File: config.mk
export PLATFORM = sky130hd
export DESIGN_NAME = muldiv_hazard_scheduler_flat
export DESIGN_NICKNAME = d
export VERILOG_FILES = /design/src/rtl/muldiv_hazard_pkg.sv /design/src/rtl/muldiv_hazard_scheduler_if.sv /design/src/rtl/muldiv_hazard_scheduler_div_cycle_counter.sv /design/src/rtl/muldiv_hazard_scheduler.sv /design/src/flat_wrapper.sv
export SDC_FILE = /design/constraint.sdc
export NUM_CORES = 1
export LEC_CHECK = 0
export CAP_MARGIN = 15
export CORE_ASPECT_RATIO = 0.9
export CORE_MARGIN = 2
export CORE_UTILIZATION = 46
export CTS_CLUSTER_SIZE = 10
export DETAILED_ROUTE_END_ITERATION = 10
export HOLD_SLACK_MARGIN = 0.12
export PLACE_DENSITY = 0.83
export RECOVER_POWER = 50
export SYNTH_ARGS = -nofsm -noshare
export SYNTH_HDL_FRONTEND = slang
export SYNTH_HIERARCHICAL = 1
export SYNTH_SLANG_ARGS = --single-unit
File: constraint.sdc
create_clock -name CLK -period 6.7 [get_ports CLK]
set_clock_uncertainty 0.2 [all_clocks]
set_input_delay 2.01 -clock CLK [delete_from_list [all_inputs] [get_ports CLK]]
set_output_delay 2.01 -clock CLK [all_outputs]
set_load 0.02 [all_outputs]
File: src/rtl/muldiv_hazard_pkg.sv
// Shared types and constants for the RV32IM hazard scheduler.
// State encodings, register-zero constant and divider defaults.
package muldiv_hazard_pkg;

    typedef enum logic [1:0] {
        ST_IDLE      = 2'd0,
        ST_DIV_ISSUE = 2'd1,
        ST_DIV_RUN   = 2'd2
    } sched_state_e;

    localparam logic [4:0] REG_ZERO = 5'd0;
    localparam int DIV_CYCLES_DEF = 34;
    localparam int CNT_W_DEF = 6;

    function automatic logic reg_match(
        input logic       uses,
        input logic [4:0] rs,
        input logic [4:0] rd
    );
        return uses && (rs == rd) && (rd != REG_ZERO);
    endfunction

endpackage

File: src/rtl/muldiv_hazard_scheduler_if.sv
// ID/EX hazard information in, pipeline stall/bubble/flush controls out.
// slave = scheduler side, master = pipeline side.
interface muldiv_hazard_scheduler_if;

    logic [4:0] ID_RS1;
    logic [4:0] ID_RS2;
    logic       ID_USES_RS1;
    logic       ID_USES_RS2;
    logic       ID_IS_DIV;
    logic [4:0] EX_RD;
    logic       EX_MEM_READ;
    logic       EX_BRANCH_TAKEN;

    logic PC_STALL;
    logic IFID_STALL;
    logic IFID_FLUSH;
    logic IDEX_STALL;
    logic IDEX_BUBBLE;
    logic EXMEM_BUBBLE;
    logic DIV_START;
    logic DIV_BUSY;

    modport slave (
        input  ID_RS1, ID_RS2, ID_USES_RS1, ID_USES_RS2,
        input  ID_IS_DIV, EX_RD, EX_MEM_READ, EX_BRANCH_TAKEN,
        output PC_STALL, IFID_STALL, IFID_FLUSH, IDEX_STALL,
        output IDEX_BUBBLE, EXMEM_BUBBLE, DIV_START, DIV_BUSY
    );

    modport master (
        output ID_RS1, ID_RS2, ID_USES_RS1, ID_USES_RS2,
        output ID_IS_DIV, EX_RD, EX_MEM_READ, EX_BRANCH_TAKEN,
        input  PC_STALL, IFID_STALL, IFID_FLUSH, IDEX_STALL,
        input  IDEX_BUBBLE, EXMEM_BUBBLE, DIV_START, DIV_BUSY
    );

endinterface

File: src/rtl/muldiv_hazard_scheduler_div_cycle_counter.sv
// Divider cycle counter: load, decrement and zero flag.
// Synchronous active-high reset clears it.
module div_cycle_counter #(
    parameter int CNT_W = 6
) (
    input  logic             CLK,
    input  logic             RESET,
    input  logic             load,
    input  logic [CNT_W-1:0] load_val,
    input  logic             dec,
    output logic             zero
);

    logic [CNT_W-1:0] cnt;

    always_ff @(posedge CLK) begin
        if (RESET) begin
            cnt <= '0;
        end else if (load) begin
            cnt <= load_val;
        end else if (dec) begin
            cnt <= cnt - CNT_W'(1);
        end
    end

    assign zero = (cnt == '0);

endmodule

File: src/rtl/muldiv_hazard_scheduler.sv
// Load-use / divider / branch hazard scheduler for the RV32IM pipeline.
// Define STALL_PERF_CNT_EN to add the STALL_CYCLES performance counter.
module muldiv_hazard_scheduler
    import muldiv_hazard_pkg::*;
#(
    parameter int DIV_CYCLES = DIV_CYCLES_DEF,
    parameter int CNT_W      = CNT_W_DEF
) (
    input  logic CLK,
    input  logic RESET,
    muldiv_hazard_scheduler_if.slave bus
`ifdef STALL_PERF_CNT_EN
    ,
    output logic [31:0] STALL_CYCLES
`endif
);

    sched_state_e state, state_nxt;

    logic load_use, flush;
    logic cnt_load, cnt_dec, cnt_zero;
    logic pc_stall, ifid_stall, ifid_flush, idex_stall;
    logic idex_bubble, exmem_bubble, div_start, div_busy;

    assign load_use = bus.EX_MEM_READ &&
        (reg_match(bus.ID_USES_RS1, bus.ID_RS1, bus.EX_RD) ||
         reg_match(bus.ID_USES_RS2, bus.ID_RS2, bus.EX_RD));
    assign flush = bus.EX_BRANCH_TAKEN;

    always_ff @(posedge CLK) begin
        if (RESET) begin
            state <= ST_IDLE;
        end else begin
            state <= state_nxt;
        end
    end

    always_comb begin
        state_nxt    = state;
        cnt_load     = 1'b0;
        cnt_dec      = 1'b0;
        pc_stall     = 1'b0;
        ifid_stall   = 1'b0;
        ifid_flush   = 1'b0;
        idex_stall   = 1'b0;
        idex_bubble  = 1'b0;
        exmem_bubble = 1'b0;
        div_start    = 1'b0;
        div_busy     = 1'b0;
        if (!RESET) begin
            unique case (state)
                ST_IDLE: begin
                    // a taken branch squashes both the stall and any divide issue
                    pc_stall    = load_use && !flush;
                    ifid_stall  = load_use && !flush;
                    ifid_flush  = flush;
                    idex_bubble = load_use || flush;
                    if (bus.ID_IS_DIV && !load_use && !flush) begin
                        state_nxt = ST_DIV_ISSUE;
                    end
                end
                ST_DIV_ISSUE: begin
                    div_start    = 1'b1;
                    cnt_load     = 1'b1;
                    pc_stall     = 1'b1;
                    ifid_stall   = 1'b1;
                    idex_stall   = 1'b1;
                    exmem_bubble = 1'b1;
                    state_nxt    = ST_DIV_RUN;
                end
                ST_DIV_RUN: begin
                    // zero count: result lands in EX/MEM, pipeline released
                    if (cnt_zero) begin
                        state_nxt = ST_IDLE;
                    end else begin
                        div_busy     = 1'b1;
                        cnt_dec      = 1'b1;
                        pc_stall     = 1'b1;
                        ifid_stall   = 1'b1;
                        idex_stall   = 1'b1;
                        exmem_bubble = 1'b1;
                    end
                end
                default: state_nxt = ST_IDLE;
            endcase
        end
    end

    div_cycle_counter #(
        .CNT_W (CNT_W)
    ) u_div_cnt (
        .CLK      (CLK),
        .RESET    (RESET),
        .load     (cnt_load),
        .load_val (CNT_W'(DIV_CYCLES - 2)),
        .dec      (cnt_dec),
        .zero     (cnt_zero)
    );

    assign bus.PC_STALL     = pc_stall;
    assign bus.IFID_STALL   = ifid_stall;
    assign bus.IFID_FLUSH   = ifid_flush;
    assign bus.IDEX_STALL   = idex_stall;
    assign bus.IDEX_BUBBLE  = idex_bubble;
    assign bus.EXMEM_BUBBLE = exmem_bubble;
    assign bus.DIV_START    = div_start;
    assign bus.DIV_BUSY     = div_busy;

`ifdef STALL_PERF_CNT_EN
    always_ff @(posedge CLK) begin
        if (RESET) begin
            STALL_CYCLES <= 32'd0;
        end else if (pc_stall) begin
            STALL_CYCLES <= STALL_CYCLES + 32'd1;
        end
    end
`endif

endmodule

File: src/flat_wrapper.sv
// flat-port wrapper written by rule: the top's interface ports become plain ports
module muldiv_hazard_scheduler_flat import muldiv_hazard_pkg::*;
#(
    parameter int DIV_CYCLES = DIV_CYCLES_DEF,
    parameter int CNT_W      = CNT_W_DEF
)
  (CLK, RESET, bus_ID_RS1, bus_ID_RS2, bus_ID_USES_RS1, bus_ID_USES_RS2, bus_ID_IS_DIV, bus_EX_RD, bus_EX_MEM_READ, bus_EX_BRANCH_TAKEN, bus_PC_STALL, bus_IFID_STALL, bus_IFID_FLUSH, bus_IDEX_STALL, bus_IDEX_BUBBLE, bus_EXMEM_BUBBLE, bus_DIV_START, bus_DIV_BUSY);
  muldiv_hazard_scheduler_if bus_i ();
  input  logic CLK;
  input  logic RESET;
  input wire logic [$bits(bus_i.ID_RS1)-1:0] bus_ID_RS1;
  input wire logic [$bits(bus_i.ID_RS2)-1:0] bus_ID_RS2;
  input wire logic [$bits(bus_i.ID_USES_RS1)-1:0] bus_ID_USES_RS1;
  input wire logic [$bits(bus_i.ID_USES_RS2)-1:0] bus_ID_USES_RS2;
  input wire logic [$bits(bus_i.ID_IS_DIV)-1:0] bus_ID_IS_DIV;
  input wire logic [$bits(bus_i.EX_RD)-1:0] bus_EX_RD;
  input wire logic [$bits(bus_i.EX_MEM_READ)-1:0] bus_EX_MEM_READ;
  input wire logic [$bits(bus_i.EX_BRANCH_TAKEN)-1:0] bus_EX_BRANCH_TAKEN;
  output wire logic [$bits(bus_i.PC_STALL)-1:0] bus_PC_STALL;
  output wire logic [$bits(bus_i.IFID_STALL)-1:0] bus_IFID_STALL;
  output wire logic [$bits(bus_i.IFID_FLUSH)-1:0] bus_IFID_FLUSH;
  output wire logic [$bits(bus_i.IDEX_STALL)-1:0] bus_IDEX_STALL;
  output wire logic [$bits(bus_i.IDEX_BUBBLE)-1:0] bus_IDEX_BUBBLE;
  output wire logic [$bits(bus_i.EXMEM_BUBBLE)-1:0] bus_EXMEM_BUBBLE;
  output wire logic [$bits(bus_i.DIV_START)-1:0] bus_DIV_START;
  output wire logic [$bits(bus_i.DIV_BUSY)-1:0] bus_DIV_BUSY;
  assign bus_i.ID_RS1 = bus_ID_RS1;
  assign bus_i.ID_RS2 = bus_ID_RS2;
  assign bus_i.ID_USES_RS1 = bus_ID_USES_RS1;
  assign bus_i.ID_USES_RS2 = bus_ID_USES_RS2;
  assign bus_i.ID_IS_DIV = bus_ID_IS_DIV;
  assign bus_i.EX_RD = bus_EX_RD;
  assign bus_i.EX_MEM_READ = bus_EX_MEM_READ;
  assign bus_i.EX_BRANCH_TAKEN = bus_EX_BRANCH_TAKEN;
  assign bus_PC_STALL = bus_i.PC_STALL;
  assign bus_IFID_STALL = bus_i.IFID_STALL;
  assign bus_IFID_FLUSH = bus_i.IFID_FLUSH;
  assign bus_IDEX_STALL = bus_i.IDEX_STALL;
  assign bus_IDEX_BUBBLE = bus_i.IDEX_BUBBLE;
  assign bus_EXMEM_BUBBLE = bus_i.EXMEM_BUBBLE;
  assign bus_DIV_START = bus_i.DIV_START;
  assign bus_DIV_BUSY = bus_i.DIV_BUSY;
  muldiv_hazard_scheduler #(.DIV_CYCLES(DIV_CYCLES), .CNT_W(CNT_W)) u_core (.CLK(CLK), .RESET(RESET), .bus(bus_i));
endmodule
; ---- After elaboration in Yosys (flattened, before gate mapping)
; Cells that the tools add are included.
[op_classes]
eq_ne = 6
muxes = 18
reduce_logical = 18
add_sub_neg = 1
[ops]
columns = op, n
row1 = $mux 6, 2
row2 = $mux 1, 11
row3 = $eq 5x5->1, 2
row4 = $logic_and 1x1->1, 8
row5 = $logic_not 6->1, 1
row6 = $pmux 2 s3, 1
row7 = $sub 6x1->6 const B, 1
row8 = $reduce_bool 5->1, 1
row9 = $mux 2, 2
row10 = $ne 2x1->1 const B, 2
row11 = $pmux 1 s3, 1
row12 = $eq 2x1->1 const B, 1
row13 = $eq 2x2->1 const B, 1
row14 = $logic_not 1->1, 2
row15 = $logic_not 2->1, 1
row16 = $logic_or 1x1->1, 2
row17 = $pmux 1 s2, 1
row18 = $reduce_and 2->1, 1
row19 = $reduce_bool 2->1, 1
row20 = $reduce_or 2->1, 1
[totals]
ff_bits = 8
wordCells = 46
input_bits = 22

; ---- Depth between registers and ports, before layout
[logic_depth]
word_depth = 10
ltp_mapped = 8
mapped_depth_nobuf = 8

; ---- Modules after synthesis
; Netlist, hierarchy kept.
[modules_own_cells]
columns = mod, seq_area_each_um2, n_inst, cells_per_inst, area_per_inst_um2
row1 = muldiv_hazard_scheduler, 40.0, 1, 56, 455.4
row2 = div_cycle_counter, 120.1, 1, 38, 342.8

; ---- Worst setup path after synthesis
; OpenSTA, ideal clock, no wires.
[synth_path]
path_kind = input -> output
from = input bus_EX_RD[1]
to = output bus_PC_STALL
n_path_buf = 1
path_stages = 4
setup_slack_ns = 1.310
arrival_time_ns = 3.180
t_required_ns = 4.490
path_cell_list = or4_4 > o211a_4 > a21o_2 > buf_4
[synth_via]
elab_chain_len = 8
[synth_rtl]
columns = element, line_no
row1 = from (decl), flat_wrapper.sv:16  ; input wire logic [$bits(bus_i.EX_RD)-1:0] bus_EX_RD;
row2 = $eq 5x5->1, muldiv_hazard_pkg.sv:20  ; return uses && (rs == rd) && (rd != REG_ZERO);
row3 = $logic_and 1x1->1 (2 in series), muldiv_hazard_pkg.sv:20
row4 = $logic_or 1x1->1 (*), muldiv_hazard_scheduler.sv:26  ; (reg_match(bus.ID_USES_RS1, bus.ID_RS1, bus.EX_RD) ||
row5 = $logic_and 1x1->1 (*), muldiv_hazard_scheduler.sv:25  ; assign load_use = bus.EX_MEM_READ &&
row6 = $logic_and 1x1->1 (*), n/a
row7 = $pmux 1 s3 (*), n/a
row8 = $mux 1 (*), n/a
row9 = to (decl), flat_wrapper.sv:19  ; output wire logic [$bits(bus_i.PC_STALL)-1:0] bus_PC_STALL;
; Every way passes the cells marked *; elsewhere a longest branch is shown, timed or not.

; ---- Worst setup path in the final report
[layout_path]
from = input bus_EX_RD[1]
to = output bus_IFID_STALL
[layout_via]
elab_chain_len = 8
[layout_rtl]
columns = element, line_no
row1 = $eq 5x5->1, muldiv_hazard_pkg.sv:20
row2 = $logic_and 1x1->1 (2 in series), muldiv_hazard_pkg.sv:20
row3 = $logic_or 1x1->1 (*), muldiv_hazard_scheduler.sv:26
row4 = $logic_and 1x1->1 (*), muldiv_hazard_scheduler.sv:25
row5 = $logic_and 1x1->1 (*), muldiv_hazard_scheduler.sv:55  ; ifid_stall = load_use && !flush;
row6 = $pmux 1 s3 (*), muldiv_hazard_scheduler.sv:51  ; unique case (state)
row7 = $mux 1 (*), muldiv_hazard_scheduler.sv:50  ; if (!RESET) begin
row8 = to (decl), flat_wrapper.sv:20  ; output wire logic [$bits(bus_i.IFID_STALL)-1:0] bus_IFID_STALL;
; Marked as above.

==> impl_metrics.yaml <==
worst_setup_path:
  path_cells: "dlygate4sd3_1 > or4_1 > o211a_4 > a21o_2 > clkdlybuf4s50_1"
  reg2reg_from: "u_core/u_div_cnt/cnt[0]"
  worstSetupStartpointType: "input pin"
  slowest_delay_ps: 600
  cp_slowest_cell: "dlygate4sd3_1"
  end_kind: "primary output"
  crit_fanout: 4
  rr_worst_depth: 9
  cp.required_ps: 4490
  r2r_slack_ps: 4110
  crit_arrival_ps: 4200
  critPathBufInv: 2
  reg2reg_to: "u_core/u_div_cnt/cnt[4]"
  cp_top_family: "buffers and inverters"
  criticalPathCategory: "input pin to primary output"
synth:
  synth_edf_count: 0
  async_flop_share_pct: 0
  netlist_area_um2: 798.3
  synth_ff_type: "dfxtp_1"
  yosys.area.top_type: "dfxtp_1"
  yosys.cell_count.top_type: "xnor2_1"
  ys_types: 38
  netlist_instances: 94
  synth_top_cell_area_share_pct: 20.06
  syn_area_per_cell_um2: 8.492
  synth_area_leaders: "dfxtp_1 (20%), ha_1 (13%), xnor2_1 (12%), nor2b_1 (3.9%), nor2_1 (3.8%)"
  synthTopCellsByCount: "xnor2_1 (11), dfxtp_1 (8), ha_1 (8), nor2_1 (8)"
  yosysSeqAreaShare_pct: 20.06
  ys_ff_latch: 8
  yosys_warnings: 6
floorplan:
  coreArea_um2: 1647
  fp-row-count: 14
  initial_utilization_pct: 48.48
  fp.dieH_um: 43.52
  ioPinCount: 30
  dieArea_um2: 2085
  die_x_um: 47.91
grt:
  grtUsageTotal_pct: 21.06
  grt_pass1_vias: 751
  grt_max_degree: 11
  antenna_found_initial: 0
  gr-usage-met3_pct: 9.167
  grt-ovfl-total: 0
  grt_pass1_wl_um: 2980
  use_met1_pct: 20.26
  top_usage_layer: "met2"
  met2_usage_pct: 36.27
detailed_routing:
  ant_nets: 0
  wl_um: 1892
  first_pass_iters: 4
  dr.first_iter.drc_count: 7
  drc_errors: 0
  via_per_inst: 5.085
  vias: 778
  routedWlPerCell_um: 12.37
clocking:
  cts_max_level: 1
  clockBufferDepth: 2
  cts_setup_buffers: 0
  ctsHoldBuffers: 0
  cts_tree: "yes"
  cts_sinks: 8
  clockRootBuffer: "clkbuf_4"
  clk_pin_slew_ps: 60
  insertion_delay_ps: 270
  cts_made_buffers: 3
  cts_resized: 0
sta:
  min_period_ps: 6405
  finalSetupViolCount: 0
  finalCritPeriodShare_pct: 95.60
  drv_slew: 0
  hold_ws_ps: 311.5
  fmax_mhz: 156.1
  grt_setup_unrepaired: "no"
  finalWorstSetupSlack_ps: 294.7
  hold_viol: 0
  setup_tns_ps: 0
cells_and_area:
  drive_gt1_share_pct: 5.426
  n_antenna_cell: 0
  final_cells: 153
  n_fill_cell: 159
  design_area_um2: 1132
  layout.nets: 161
  postLayoutCoreUtil_pct: 68.77
  area_delta_synth_final_pct: 41.85
placed_design:
  place.port_buffers: 29
  globalplace.congestion: 0.7909
  place_area_um2: 1130
  dp.cells: 150
  dp_hpwl_um: 1532
  place_ws_ps: 402.9
hold_path:
  min_from: "u_core/u_div_cnt/cnt[4]"
  hold_path_class: "flop to flop"
  min_to: "u_core/u_div_cnt/cnt[4]"
  whs_path_depth: 2
pwr:
  powerDensity_nw_per_um2: 254.1
  cellLeakagePower_nw: 0.4160
  peakVddDrop_mv: 0.1749
  finalPower_uw: 287.8
run:
  drv_cap: 0
run_status:
  status: "completed"
tightest hold or removal path: stages (launching register included):
cell and delay (ps):
dfxtp_1 320, o31ai_1 60, a311oi_1 80
cells by family (layout without fill, tap and decap cells):
kind of cell | count (synthesis) | after routing | share of synthesized area [%]
simple gates | 36 | 36 | 27.90
flops | 8 | 8 | 20.06
other cells | 2 | 6 | 0.9408
xor+xnor | 13 | 13 | 14.26
mux | 1 | 1 | 1.254
buf+inv | 8 | 39 | 4.701
fa+ha+maj | 8 | 8 | 12.54
compound gates | 18 | 18 | 18.34
final cells by class:
cell class / count / area [um2] / share of cell area (%)
multi-input cells: 82 / 603.1 / 53.26
well taps: 24 / 30.03 / 2.652
clock buffers: 3 / 22.52 / 1.989
inverters: 5 / 18.77 / 1.657
flip-flops and latches: 8 / 160.2 / 14.14
repair buffers: 31 / 297.8 / 26.30
state kept, by name (all words and copies together), names as in the netlist:
register and cells:
u_core/u_div_cnt/cnt 6, u_core/state 2
report_power, final:
part,internal [mW],switching [mW]
sequential,0.0629,0.0170
clock,0.0207,0.0187
combinational,0.0878,0.0806
total,0.171,0.116
how the worst max path moves through the flow:
stage,end,from,depth (start not counted)
2_1_floorplan,bus_PC_STALL,bus_EX_RD[1],4
3_3_place_gp,bus_PC_STALL,bus_EX_RD[0],7
3_5_place_dp,bus_IFID_STALL,bus_EX_RD[1],7
4_1_cts,bus_IFID_STALL,bus_EX_RD[1],7
5_1_grt,bus_IFID_STALL,bus_EX_RD[1],5
6_report,bus_IFID_STALL,bus_EX_RD[1],5
per-layer routing:
metal	part of all wire (%)	vias up
li1	-	401
met1	40	346
met2	47	27
met3	11	4
met4	2.2	0
met5	0	-
placed cells by master, fill, tap and decap left out, types with 2 or more instances in the layout:
cell type,instances
xnor2_1,11
xor2_1,2
conb_1,6
clkdlybuf4s50_1,27
nor3_1,2
nand2_1,4
dlygate4sd3_1,2
nor4bb_1,2
or4_1,2
nand3_1,2
a211oi_1,2
a311o_1,2
a311oi_1,2
clkbuf_4,3
ha_1,8
nor2b_1,5
nand2b_1,3
nand4_1,2
nor2_1,8
inv_1,5
clkbuf_1,2
dfxtp_1,8
a21oi_1,4
nor4b_1,2
(Power assumes the default switching activity.)
